## config.mk

```make
export PLATFORM = sky130hd
export DESIGN_NAME = secuenciador_suma
export DESIGN_NICKNAME = d
export VERILOG_FILES = /design/src/rtl/secuenciador_suma.sv
export SDC_FILE = /design/constraint.sdc
export NUM_CORES = 1
export LEC_CHECK = 0
export BUFFER_PORTS_ARGS = -buffer_cell sky130_fd_sc_hd__buf_2
export CAP_MARGIN = 20
export CORE_UTILIZATION = 30
export CTS_CLUSTER_DIAMETER = 150
export DETAILED_ROUTE_END_ITERATION = 7
export HOLD_SLACK_MARGIN = 0.05
export PLACE_DENSITY_LB_ADDON = 0.08
export SKIP_CTS_REPAIR_TIMING = 1
export SYNTH_ARGS = -nofsm -noshare
export SYNTH_HDL_FRONTEND = slang
export SYNTH_SLANG_ARGS = --single-unit
```

## constraint.sdc

```tcl
create_clock -name clk -period 1.8 [get_ports clk]
set_input_delay 0.54 -clock clk [delete_from_list [all_inputs] [get_ports clk]]
set_output_delay 0.54 -clock clk [all_outputs]
set_load 0.05 [all_outputs]
```

## src/rtl/secuenciador_suma.sv

```systemverilog
// rtl/secuenciador_suma.sv - keypad sequencer for a two-operand decimal adder
//
// Collects up to MAX_DIGITOS digits for each operand from a keypad, steers
// load/clear pulses to the operand registers, selects the display source and
// shows the sum until a new digit or a clear key starts the next operation.
//
// Optional feature: define SECUENCIADOR_SUMA_TIMEOUT_EN to auto-clear the
// displayed sum after TIMEOUT_CICLOS idle cycles.
//
// Ports:
//   clk          system clock, rising edge
//   reset        asynchronous active-high reset
//   tecla_in     key code: 0-9 digit, A '+', B '=', C clear, D-F unused
//   tecla_pulso  one-cycle strobe qualifying tecla_in
//   digito_out   digit presented to the operand registers (held between loads)
//   carga_num1   one-cycle load pulse, operand 1
//   carga_num2   one-cycle load pulse, operand 2
//   limpiar      one-cycle clear pulse, both operands
//   sel_display  display source: 00 operand 1, 01 operand 2, 10 sum
//   listo        high while the sum is displayed
//   rechazo      one-cycle pulse when a key is refused
//   estado_out   current state code (debug)

module secuenciador_suma #(
    parameter int MAX_DIGITOS    = 3,
    parameter int TIMEOUT_CICLOS = 50_000_000
) (
    input  logic       clk,
    input  logic       reset,
    input  logic [3:0] tecla_in,
    input  logic       tecla_pulso,
    output logic [3:0] digito_out,
    output logic       carga_num1,
    output logic       carga_num2,
    output logic       limpiar,
    output logic [1:0] sel_display,
    output logic       listo,
    output logic       rechazo,
    output logic [2:0] estado_out
);

    localparam int CW = $clog2(MAX_DIGITOS + 1);
    localparam logic [CW-1:0] MAX_CNT = CW'(MAX_DIGITOS);
    localparam logic [CW-1:0] UNO     = CW'(1);

    localparam logic [1:0] SEL_NUM1 = 2'b00;
    localparam logic [1:0] SEL_NUM2 = 2'b01;
    localparam logic [1:0] SEL_SUMA = 2'b10;

    if (MAX_DIGITOS < 1 || TIMEOUT_CICLOS < 1) begin : g_cfg_invalida
        $error("secuenciador_suma: MAX_DIGITOS and TIMEOUT_CICLOS must be >= 1");
    end

    typedef enum logic [2:0] {
        CAP1    = 3'd0,
        CAP2    = 3'd1,
        SUMA    = 3'd2,
        MUESTRA = 3'd3,
        LIMPIA  = 3'd4
    } estado_t;

    estado_t       estado, estado_sig;
    logic [CW-1:0] cnt1, cnt1_sig;
    logic [CW-1:0] cnt2, cnt2_sig;
    logic [3:0]    pendiente, pendiente_sig;

    logic [3:0] digito_sig;
    logic       carga1_sig, carga2_sig, limpiar_sig, rechazo_sig, listo_sig;
    logic [1:0] sel_sig;
    logic       borrar;

    logic es_digito, es_mas, es_igual, es_borrar;

    assign es_digito = (tecla_in <= 4'd9);
    assign es_mas    = (tecla_in == 4'hA);
    assign es_igual  = (tecla_in == 4'hB);
    assign es_borrar = (tecla_in == 4'hC);

    assign estado_out = estado;

`ifdef SECUENCIADOR_SUMA_TIMEOUT_EN
    localparam int TW = $clog2(TIMEOUT_CICLOS + 1);

    logic [TW-1:0] ocio, ocio_sig;
    logic          vencido;

    // Idle count restarts on any key and whenever MUESTRA is not active, so
    // each visit to MUESTRA starts from zero.
    assign vencido = (ocio == TW'(TIMEOUT_CICLOS - 1));

    always_comb begin
        ocio_sig = '0;
        if (estado == MUESTRA && !tecla_pulso && !vencido) begin
            ocio_sig = ocio + TW'(1);
        end
    end

    always_ff @(posedge clk or posedge reset) begin
        if (reset) begin
            ocio <= '0;
        end else begin
            ocio <= ocio_sig;
        end
    end
`endif

    always_comb begin
        estado_sig    = estado;
        cnt1_sig      = cnt1;
        cnt2_sig      = cnt2;
        pendiente_sig = pendiente;
        digito_sig    = digito_out;
        carga1_sig    = 1'b0;
        carga2_sig    = 1'b0;
        limpiar_sig   = 1'b0;
        rechazo_sig   = 1'b0;
        sel_sig       = sel_display;
        listo_sig     = listo;
        borrar        = 1'b0;

        case (estado)
            CAP1: begin
                if (tecla_pulso) begin
                    if (es_digito) begin
                        if (cnt1 < MAX_CNT) begin
                            digito_sig = tecla_in;
                            carga1_sig = 1'b1;
                            cnt1_sig   = cnt1 + UNO;
                        end else begin
                            rechazo_sig = 1'b1;
                        end
                    end else if (es_mas) begin
                        if (cnt1 != '0) begin
                            estado_sig = CAP2;
                            sel_sig    = SEL_NUM2;
                        end else begin
                            rechazo_sig = 1'b1;
                        end
                    end else if (es_igual) begin
                        rechazo_sig = 1'b1;
                    end else if (es_borrar) begin
                        borrar = 1'b1;
                    end
                end
            end

            CAP2: begin
                if (tecla_pulso) begin
                    if (es_digito) begin
                        if (cnt2 < MAX_CNT) begin
                            digito_sig = tecla_in;
                            carga2_sig = 1'b1;
                            cnt2_sig   = cnt2 + UNO;
                        end else begin
                            rechazo_sig = 1'b1;
                        end
                    end else if (es_mas) begin
                        rechazo_sig = 1'b1;
                    end else if (es_igual) begin
                        if (cnt2 != '0) begin
                            estado_sig = SUMA;
                        end else begin
                            rechazo_sig = 1'b1;
                        end
                    end else if (es_borrar) begin
                        borrar = 1'b1;
                    end
                end
            end

            // One cycle for the external adder to settle; keys are dropped.
            SUMA: begin
                estado_sig = MUESTRA;
                sel_sig    = SEL_SUMA;
                listo_sig  = 1'b1;
            end

            MUESTRA: begin
                if (tecla_pulso) begin
                    if (es_digito) begin
                        // The digit starts a new operand 1, but only after
                        // the registers have been cleared in LIMPIA.
                        pendiente_sig = tecla_in;
                        limpiar_sig   = 1'b1;
                        estado_sig    = LIMPIA;
                    end else if (es_mas || es_igual) begin
                        rechazo_sig = 1'b1;
                    end else if (es_borrar) begin
                        borrar = 1'b1;
                    end
                end
`ifdef SECUENCIADOR_SUMA_TIMEOUT_EN
                else if (vencido) begin
                    borrar = 1'b1;
                end
`endif
            end

            // Keys are dropped here; the stored digit becomes the first
            // digit of the new operand 1.
            LIMPIA: begin
                digito_sig = pendiente;
                carga1_sig = 1'b1;
                cnt1_sig   = UNO;
                cnt2_sig   = '0;
                estado_sig = CAP1;
                sel_sig    = SEL_NUM1;
                listo_sig  = 1'b0;
            end

            default: begin
                estado_sig = CAP1;
            end
        endcase

        if (borrar) begin
            limpiar_sig = 1'b1;
            cnt1_sig    = '0;
            cnt2_sig    = '0;
            estado_sig  = CAP1;
            sel_sig     = SEL_NUM1;
            listo_sig   = 1'b0;
        end
    end

    always_ff @(posedge clk or posedge reset) begin
        if (reset) begin
            estado      <= CAP1;
            cnt1        <= '0;
            cnt2        <= '0;
            pendiente   <= '0;
            digito_out  <= '0;
            carga_num1  <= 1'b0;
            carga_num2  <= 1'b0;
            limpiar     <= 1'b0;
            rechazo     <= 1'b0;
            sel_display <= SEL_NUM1;
            listo       <= 1'b0;
        end else begin
            estado      <= estado_sig;
            cnt1        <= cnt1_sig;
            cnt2        <= cnt2_sig;
            pendiente   <= pendiente_sig;
            digito_out  <= digito_sig;
            carga_num1  <= carga1_sig;
            carga_num2  <= carga2_sig;
            limpiar     <= limpiar_sig;
            rechazo     <= rechazo_sig;
            sel_display <= sel_sig;
            listo       <= listo_sig;
        end
    end

endmodule

```

==> metrics.txt <==
Syn Nets around 140; area occupied by multi-input gates 650.6 um^2; synth-to-layout area growth 28.67%; first-pass iteration count of the detailed router 4; slew of the pin with the lowest slew margin between 0.2 and 0.3 ns; Initial Util 0.3130; Post-synth ARST share 1.000; critical-path cell list buf_4, clkbuf_4; Cells after Synth ~120; std cell rows 23; DIE WIDTH 66.84 um; max-cap viol count 0; clock sink count 22; Main synth FF type dfrtp_1; switching pwr 1.204 mW; worst endpoint required time 1.26 ns; Nets 174; Pwr Total between 2 and 3 mW; Setup violations, final 0; endpoint type of the worst setup path primary output; Final min period 1.719 ns; worst path bufs/invs 2; post-DR vias/cell around 5.2; outcome finished, final reports clean; Net Sw Frac 0.4403; Worst-path clk slew around 0.090 ns; number of synthesized flops with an enable pin 0; critical path's top delay family buffers and inverters; P_leak approximately 0.77 nW; period utilization 0.9550; slowest stage cell on the critical path dfrtp_2; antenna-violating nets left 0; antenna violations before repair 0; Max VDD drop 0.6941 mV; final instance area approximately 1600 um^2; share of cells above drive strength 1 0.3765; Root Buffer clkbuf_8; Total Routing Usage GR 0.1633; clock latency on the worst-skew pair 0.27 ns; CTS Buf Count 3; Top-Level Pins 21; diode count 0; Yosys warning total 0; number of global-route vias before repair around 1.1k; WL final 3174 um; clock power share 0.170; vias around 1.1k; Seq pwr share 0.299; first-pass GRT wire length ~5400 um; GRT overflow 0; Fin Clk Skew roughly 0.0079 ns; Worst EP arrival 1.18 ns; Detailed Route Iter0 Violations between 50 and 60; Reg area ~550 um^2; RSZ-0062 raised after global routing false; Slowest Stage Delay on Critical Path 0.42 ns; CP Launch Type flip-flop; full die area about 4500 um^2; sequential area share after synthesis 0.4365; Pins Over Slew Limit 0; most frequent cell after synthesis dfrtp_1; synth cell count leaders dfrtp_1, mux2_2, a21oi_1, inv_1, nand2_1; Avg Cell Area, Syn ~10 um^2; Synth area leader dfrtp_1; pwr dens roughly 1700 nW/um^2; clock buffer depth 2; max_slew headroom 0.8022; CTS tree yes; Fill cells ~430; synth top area cells dfrtp_1, mux2_2, a21oi_1; Power Internal around 1.5 mW; Comb power frac 0.531; Final Hold Fails 0; largest net degree at the start of global routing 23; placed inst area 1544 um^2; #FFs+latches synth 22; Hold Path Class in -> async; Worst Path Max Fanout 17; gpl congestion 0.8215; dpl hpwl ~2400 um; die span in y ~67 um; CP Class reg -> out; htree depth 1; DR DRC count 0; drt wl/cell approximately 15 um; Fmax between 500 and 600 MHz; IO buf count 20; post-synth top area share 0.4365; Synth cell types 39; core footprint about 4000 um^2; mapped cell area 1261 um^2
[metrics by stage]
stage / util / TNS, ns / hold WS [ns] / std cells / setup WS, ns
6_report: 0.4028 / 0 / 0.2968 / 212 / 0.08109
5_1_grt: 0.4028 / 0 / 0.3355 / 212 / 0.02609
4_1_cts: 0.4009 / 0 / 0.3052 / 212 / 0.01926
3_5_place_dp: 0.3832 / -0.1060 / 0.4887 / 208 / -0.03123
3_3_place_gp: 0.3832 / -0.05044 / 0.4794 / 208 / -0.01243
2_1_floorplan: - / 0 / 0.4460 / 124 / 0.02706
[registers in the layout, indices dropped and copies added (netlist names), 2 cells and up]
signal	flops
cnt1	2
sel_display	2
pendiente	4
cnt2	2
digito_out	4
estado_out	3
[cell type report]
| cell class | instances | share of cell area |
|---|---|---|
| sequential | 22 | 0.3400 |
| multi-input combinational | 87 | 0.4009 |
| timing repair buffer | 40 | 0.1557 |
| tap | 50 | 0.03855 |
| clock inverter | 1 | 0.01850 |
| inverter | 9 | 0.02082 |
| clock buffer | 3 | 0.02544 |
[cell families (layout without fill, tap and decap cells)]
| kind of cell | count (synthesis) | count (layout) | synth area share |
|---|---|---|---|
| flip-flops | 22 | 22 | 0.4365 |
| adder cells (fa/ha/maj) | 4 | 4 | 0.03968 |
| AO/OA/AOI/OAI | 33 | 33 | 0.1816 |
| AND/OR/NAND/NOR | 38 | 38 | 0.1806 |
| multiplexers | 12 | 12 | 0.1101 |
| buffers and inverters | 15 | 53 | 0.05159 |
[placed cells by master (no fill, tap or decap), drive strengths merged, types with 2 or more instances in the layout]
cell    instances
nand2b          3
a221o           2
clkbuf          4
ha              4
nand4b          2
dfrtp          22
a21oi          11
and3b           2
buf            39
inv             9
nand3           3
o21ai           5
and2            2
nand2           7
a32o            2
a31oi           2
nand4           2
o211ai          4
nor2b           4
nor2            5
nor3            3
mux2           12
[path summary, 6_finish.rpt]
path	start	endpoint	slack, ns	cells after the start
min in group clk	pendiente[3]	pendiente[3]	0.50	2
max	estado_out[0]	estado_out[0]	0.08	2
min reg2reg	pendiente[3]	pendiente[3]	0.50	2
max reg2reg	cnt2[1]	digito_out[0]	0.11	5
max in group asynchronous	reset	estado_out[0]	1.26	3
min	reset	digito_out[2]	0.30	3
[per-layer routing]
layer | track usage | share of wire | routed length [um]
met1 | 0.2246 | 0.47 | 1476
met2 | 0.2462 | 0.47 | 1485
met4 | 0.05053 | 0.012 | 37
met3 | 0.04452 | 0.055 | 175
met5 | 0 | 0 | 0
[power groups by stage]
stage               combinational [mW]  sequential (mW)  clock [mW]
finish                            1.45            0.818       0.465
global route                      1.57            0.849       0.498
CTS                               1.45            0.822       0.482
detailed placement                1.44            0.833           0
global placement                  1.45            0.828           0
floorplan                        0.635             1.23           0
[worst reg2reg max path, delay by kind of cell (launching register included)]
kind | cells | cell delay, ns
adders and majority gates | 1 | 0.23
AOI/OAI and AO/OA | 2 | 0.40
DFF | 1 | 0.41
and+or+nand+nor | 1 | 0.19
muxes | 1 | 0.37
Power figures use the tool's default switching activity.
